**src/rtl/wave_sample_conditioner.sv**
```systemverilog
// wave_sample_conditioner
// Conditions 12-bit offset-binary microphone samples into an 8-bit waveform
// sample plus a 4-bit volume bar index. Three modes:
//   raw     - every accepted sample is passed through (top 8 bits)
//   peak    - largest |sample - 2048| over a window of N accepted samples
//   average - mean of the top 8 bits over N samples
// Optional feature macro: WAVE_AVG_EN builds the average-mode accumulator.
// Without it, mode 2'b10 behaves exactly like raw mode.
module wave_sample_conditioner (
  input  logic        clk_sample,
  input  logic        rst_n,
  input  logic [11:0] mic_in,
  input  logic        mic_valid,
  input  logic [1:0]  mode,
  input  logic [1:0]  win_sel,
  input  logic        hold,
  output logic [7:0]  wave_sample,
  output logic        sample_valid,
  output logic [3:0]  peak_level
);

  typedef enum logic [1:0] {IDLE, ACCUM, HOLD} state_t;

  state_t      state_reg;
  logic [1:0]  mode_reg;     // registered copy used to spot mode changes
  logic [1:0]  win_reg;      // registered copy used to spot window changes
  logic [7:0]  count_reg;    // index of the next sample within the window
  logic [10:0] max_reg;      // running peak magnitude of the open window

  logic [7:0]  last_count;
  logic [11:0] below_mid;
  logic [10:0] mag;
  logic [10:0] max_next;
  logic [7:0]  raw_abs;
  logic        window_done;
  logic        config_change;
  logic        is_peak;
  logic        is_avg;

`ifdef WAVE_AVG_EN
  logic [15:0] sum_reg;      // worst case 256 * 255 = 65280 fits in 16 bits
  logic [15:0] sum_next;
  logic [7:0]  avg_out;
`endif

  // Window length decode: the counter closes the window when it reaches N-1.
  always_comb begin
    case (win_reg)
      2'b00:   last_count = 8'd3;
      2'b01:   last_count = 8'd15;
      2'b10:   last_count = 8'd63;
      default: last_count = 8'd255;
    endcase
  end

  // Magnitude around the 2048 mid-scale point; only mic_in = 0 gives 2048,
  // which is clamped to 2047 so the result fits in 11 bits.
  always_comb begin
    below_mid = 12'd2048 - mic_in;
    if (mic_in[11]) begin
      mag = mic_in[10:0];
    end else if (below_mid[11]) begin
      mag = 11'h7FF;
    end else begin
      mag = below_mid[10:0];
    end
    max_next = (mag > max_reg) ? mag : max_reg;
  end

  // Raw-mode volume: distance of the 8-bit sample from 128.
  always_comb begin
    if (mic_in[11]) begin
      raw_abs = {1'b0, mic_in[10:4]};
    end else begin
      raw_abs = 8'd128 - mic_in[11:4];
    end
  end

  // Mode decode and window bookkeeping.
  always_comb begin
    window_done   = (count_reg == last_count);
    config_change = (mode != mode_reg) || (win_sel != win_reg);
    is_peak       = (mode == 2'b01);
`ifdef WAVE_AVG_EN
    is_avg        = (mode == 2'b10);
`else
    is_avg        = 1'b0;
`endif
  end

`ifdef WAVE_AVG_EN
  // Average = sum >> log2(N), including the sample closing the window.
  always_comb begin
    sum_next = sum_reg + {8'd0, mic_in[11:4]};
    case (win_reg)
      2'b00:   avg_out = sum_next[9:2];
      2'b01:   avg_out = sum_next[11:4];
      2'b10:   avg_out = sum_next[13:6];
      default: avg_out = sum_next[15:8];
    endcase
  end
`endif

  // Control FSM with registered outputs. Priority: hold, leaving HOLD,
  // configuration change (drops the partial window and this cycle's sample),
  // then normal sample acceptance.
  always_ff @(posedge clk_sample or negedge rst_n) begin
    if (!rst_n) begin
      state_reg    <= IDLE;
      mode_reg     <= 2'b00;
      win_reg      <= 2'b00;
      count_reg    <= 8'd0;
      max_reg      <= 11'd0;
`ifdef WAVE_AVG_EN
      sum_reg      <= 16'd0;
`endif
      wave_sample  <= 8'h80;
      sample_valid <= 1'b0;
      peak_level   <= 4'd0;
    end else begin
      sample_valid <= 1'b0;
      if (hold) begin
        state_reg <= HOLD;
        mode_reg  <= mode;
        win_reg   <= win_sel;
        count_reg <= 8'd0;
        max_reg   <= 11'd0;
`ifdef WAVE_AVG_EN
        sum_reg   <= 16'd0;
`endif
      end else if (state_reg == HOLD) begin
        state_reg <= IDLE;
        mode_reg  <= mode;
        win_reg   <= win_sel;
      end else if (config_change) begin
        state_reg <= IDLE;
        mode_reg  <= mode;
        win_reg   <= win_sel;
        count_reg <= 8'd0;
        max_reg   <= 11'd0;
`ifdef WAVE_AVG_EN
        sum_reg   <= 16'd0;
`endif
      end else if (mic_valid) begin
        state_reg <= ACCUM;
        if (is_peak) begin
          if (window_done) begin
            wave_sample  <= max_next[10:3];
            peak_level   <= max_next[10:7];
            sample_valid <= 1'b1;
            count_reg    <= 8'd0;
            max_reg      <= 11'd0;
          end else begin
            count_reg    <= count_reg + 8'd1;
            max_reg      <= max_next;
          end
`ifdef WAVE_AVG_EN
        end else if (is_avg) begin
          if (window_done) begin
            wave_sample  <= avg_out;
            peak_level   <= avg_out[7:4];
            sample_valid <= 1'b1;
            count_reg    <= 8'd0;
            sum_reg      <= 16'd0;
          end else begin
            count_reg    <= count_reg + 8'd1;
            sum_reg      <= sum_next;
          end
`endif
        end else begin
          wave_sample  <= mic_in[11:4];
          peak_level   <= raw_abs[6:3];
          sample_valid <= 1'b1;
        end
      end
    end
  end

endmodule

```
**config.mk**
```make
export PLATFORM = sky130hd
export DESIGN_NAME = wave_sample_conditioner
export DESIGN_NICKNAME = d
export VERILOG_FILES = /design/src/rtl/wave_sample_conditioner.sv
export SDC_FILE = /design/constraint.sdc
export NUM_CORES = 1
export LEC_CHECK = 0
export CAP_MARGIN = 15
export CORE_AREA = 5 5 118 76
export DETAILED_ROUTE_END_ITERATION = 10
export DIE_AREA = 0 0 123 81
export HOLD_SLACK_MARGIN = 0.05
export PLACE_DENSITY = 0.6
export SYNTH_ARGS = -nofsm -noshare
export SYNTH_HDL_FRONTEND = slang
export SYNTH_SLANG_ARGS = --single-unit
```
**constraint.sdc**
```tcl
create_clock -name clk_sample -period 2.25 [get_ports clk_sample]
set_input_delay 0.5625 -clock clk_sample [delete_from_list [all_inputs] [get_ports clk_sample]]
set_output_delay 0.5625 -clock clk_sample [all_outputs]
set_load 0.01 [all_outputs]
```
==> impl_metrics.toml <==
[setup_path]
crit_path_max_fanout = 5
worstPathRequired_ns = 2.47
timing.setup.critical_path_class = "in2reg"
rr_startpoint = "max_reg[2]"
critPathCaptureType = "register"
r2r_setup_slack_ns = 0.07
critPathLaunchType = "input pin"
arrival_ns = 3.41
worstReg2RegEnd = "max_reg[2]"
worst-r2r-cell-count = 10

[pwr]
finalPower_mw = 2.13
irDropWorstVdd_mv = 0.303
pwr_density_cell_nw_per_um2 = 542
static-leakage-power_nw = 1.74

[sta]
hold_violations = 0
timing.final.max_slew_violations = 0
fin_worst_skew_ns = 0.00631
min_period_over_period = 1.42
setup_violations = 23
worst_slack_ns = -0.947
unrepaired_setup_endpoints_after_global_routing = "yes"
maxClockFrequency_mhz = 313
final_period_minus_worst_setup_slack_ns = 3.20
worst_pin_slew_ns = 0.494
maxSlewHeadroom = 0.671

[die]
boundaryPins = 33
std_cell_rows = 25
die_y_um = 81
fp.dieArea_um2 = 9960
floorplan.core_area_um2 = 7660
die_x_um = 123
floorplan.initialDensity = 0.314

[synth]
async_reset_ff_frac = 1.00
number_of_flops_mapped_to_enable_cells_by_yosys = 0
yosysWarnings = 0
postSynthAreaPerCell_um2 = 9.05
synth_area_um2 = 2410
synth_seq_area_share = 0.396
synth_cell_types = 51
synthDominantCellAreaShare = 0.385
netlist_top_cells_area = "dfrtp_1 38%, ha_1 6.8%, xor2_1 5.1%"
synth_top_flop_cell = "dfrtp_1"
number_of_instances_in_the_synthesized_netlist = 266
cell_type_contributing_the_most_total_cell_area_after_synthesis = "dfrtp_1"
synthesis.nets = 299
count_of_state_elements_after_synthesis = 38

[place]
dp.final_hpwl_mm = 5.29
buffer_ports.inserted = 32
post-place-ws_ns = -1.61
gp_routability_congestion = 0.851

[routing]
antenna_violating_nets_post_route = 0
drt_first_iter_violations = 110
drt-wirelength-per-cell_um = 15.7
drt_pre_antenna_iters = 4
detail_route.vias_per_cell = 4.89
routed-via-count = 2307
drt_wl_total_mm = 7.40
drt_drc_violations_left = 0

[cts]
htreeDepth = 2
clk_pin_slew_worst_setup_hold_paths_ns = 0.05
tritoncts.num_buffers = 5
clkLatencyLatePin_ns = 0.28
cts_tree = "done"
postCtsHoldBufs = 0
clock_tree.root_cell = "clkbuf_16"
cts.sink_count = 38
ctsLongestPathBuffers = 2

[final_layout]
mostFrequentLayoutCells = "59 x buf_4, 37 x dfrtp_1, 25 x nor2_1"
design.final.nets = 396
mostFrequentLayoutCell = "buf_4"
area_growth_syn_to_layout_pct = 63.3
largest_register_ff_count = 11
multi_input_comb_area_um2 = 1730
seqCellArea_um2 = 952
proportion_of_layout_cells_with_a_drive_suffix_above_1 = 0.398
n_antenna_cell = 0
nFillCells = 692

[grt]
pin_count_of_the_biggest_net_entering_global_routing = 39
grt_remaining_overflow = 0
grt_antenna_before_repair = 0
grt_pass1_vias = 2341
grt_pass1_wl_mm = 12.0
gr-usage-all-layers = 0.155

[run_status]
violations = "setup timing"
run_status = "finished with violations"

[flow_run]
max_cap_violations = 0

[min_path]
min_path_type = "in2async"
[critical path, stage by stage]
cell       delay (ns)
buf_2            0.11
or4_4            0.54
buf_6            0.14
nand3b_1         0.19
nand3_1          0.13
o221a_4          0.20
ha_4             0.20
a21o_1           0.20
a221oi_4         0.26
o31ai_4          0.13
and2_4           0.21
o21ai_4          0.20
clkbuf_16        0.19
a22o_1           0.13
[metal layers]
layer  GRT usage  part of all wire
met1       0.233              0.52
met2       0.226              0.42
met3      0.0355             0.057
met4      0.0298            0.0050
met5           0                 0
[worst max-delay path by stage]
| stage | start | to | slack [ns] | cells past startpoint |
|---|---|---|---|---|
| floorplan | mic_in[3] | peak_level[0] | -0.99 | 13 |
| global placement | mic_in[1] | wave_sample[0] | -1.57 | 14 |
| detailed placement | mic_in[3] | peak_level[2] | -1.61 | 13 |
| CTS | mic_in[2] | wave_sample[0] | -0.93 | 14 |
| global route | mic_in[2] | max_reg[2] | -1.05 | 15 |
| finish | mic_in[3] | max_reg[2] | -0.95 | 14 |
[layout make-up]
cell class / count / area share
multi-input cells: 199 / 0.440
well taps: 108 / 0.0344
flip-flops and latches: 38 / 0.242
inverters: 19 / 0.0185
repair buffers: 100 / 0.227
clock buffers: 8 / 0.0372
[power by group]
| group | total, mW | leakage, nW | switching (mW) | internal [mW] |
|---|---|---|---|---|
| clock network | 0.697 | 0.0712 | 0.255 | 0.442 |
| logic | 0.662 | 1.16 | 0.309 | 0.354 |
| registers | 0.771 | 0.508 | 0.0327 | 0.738 |
[Yosys cell counts, drive strengths merged, types with 2 or more instances]
cell    number
o31ai        2
xor2        14
nand2b       3
nor4         3
xnor2        6
nand4        5
nand3b       2
clkbuf       9
nand2       21
nand3       10
nor2        30
inv         18
a21oi       22
and3         2
mux2i        4
and2         4
a21o         2
a211oi       2
o22ai        2
buf          2
a31oi        3
ha          13
a22o        10
a22oi        4
dfrtp       37
o21ai       15
nor3         4
[repair_timing]
item	4_1_cts	5_1_grt
setup endpoints to repair	30	30
setup buffers	5	1
cloned	0	2
hold endpoints to repair	0	0
gates resized for setup	64	28
pin swaps	22	18
[per-stage QoR]
stage	instance area [µm²]	utilization	setup TNS, ns	hold WS, ns	cells
final	3930	0.513	-20.25	0.325	472
after global routing	3930	0.513	-22.95	0.381	472
after CTS	3770	0.492	-20.03	0.343	469
after detailed placement	3350	0.437	-39.46	0.461	456
after global placement	3350	0.437	-37.78	0.458	456
after floorplan	2480	-	-21.04	0.267	266
[logic make-up after synthesis]
family	count (synthesis)	share of synthesized area
and+or+nand+nor	90	0.194
xor gates and xnor gates	20	0.0728
DFF	38	0.396
buffers and inverters	30	0.0478
AOI/OAI and AO/OA	70	0.195
muxes	5	0.0265
adders and majority gates	13	0.0676
Power figures use the tool's default switching activity.
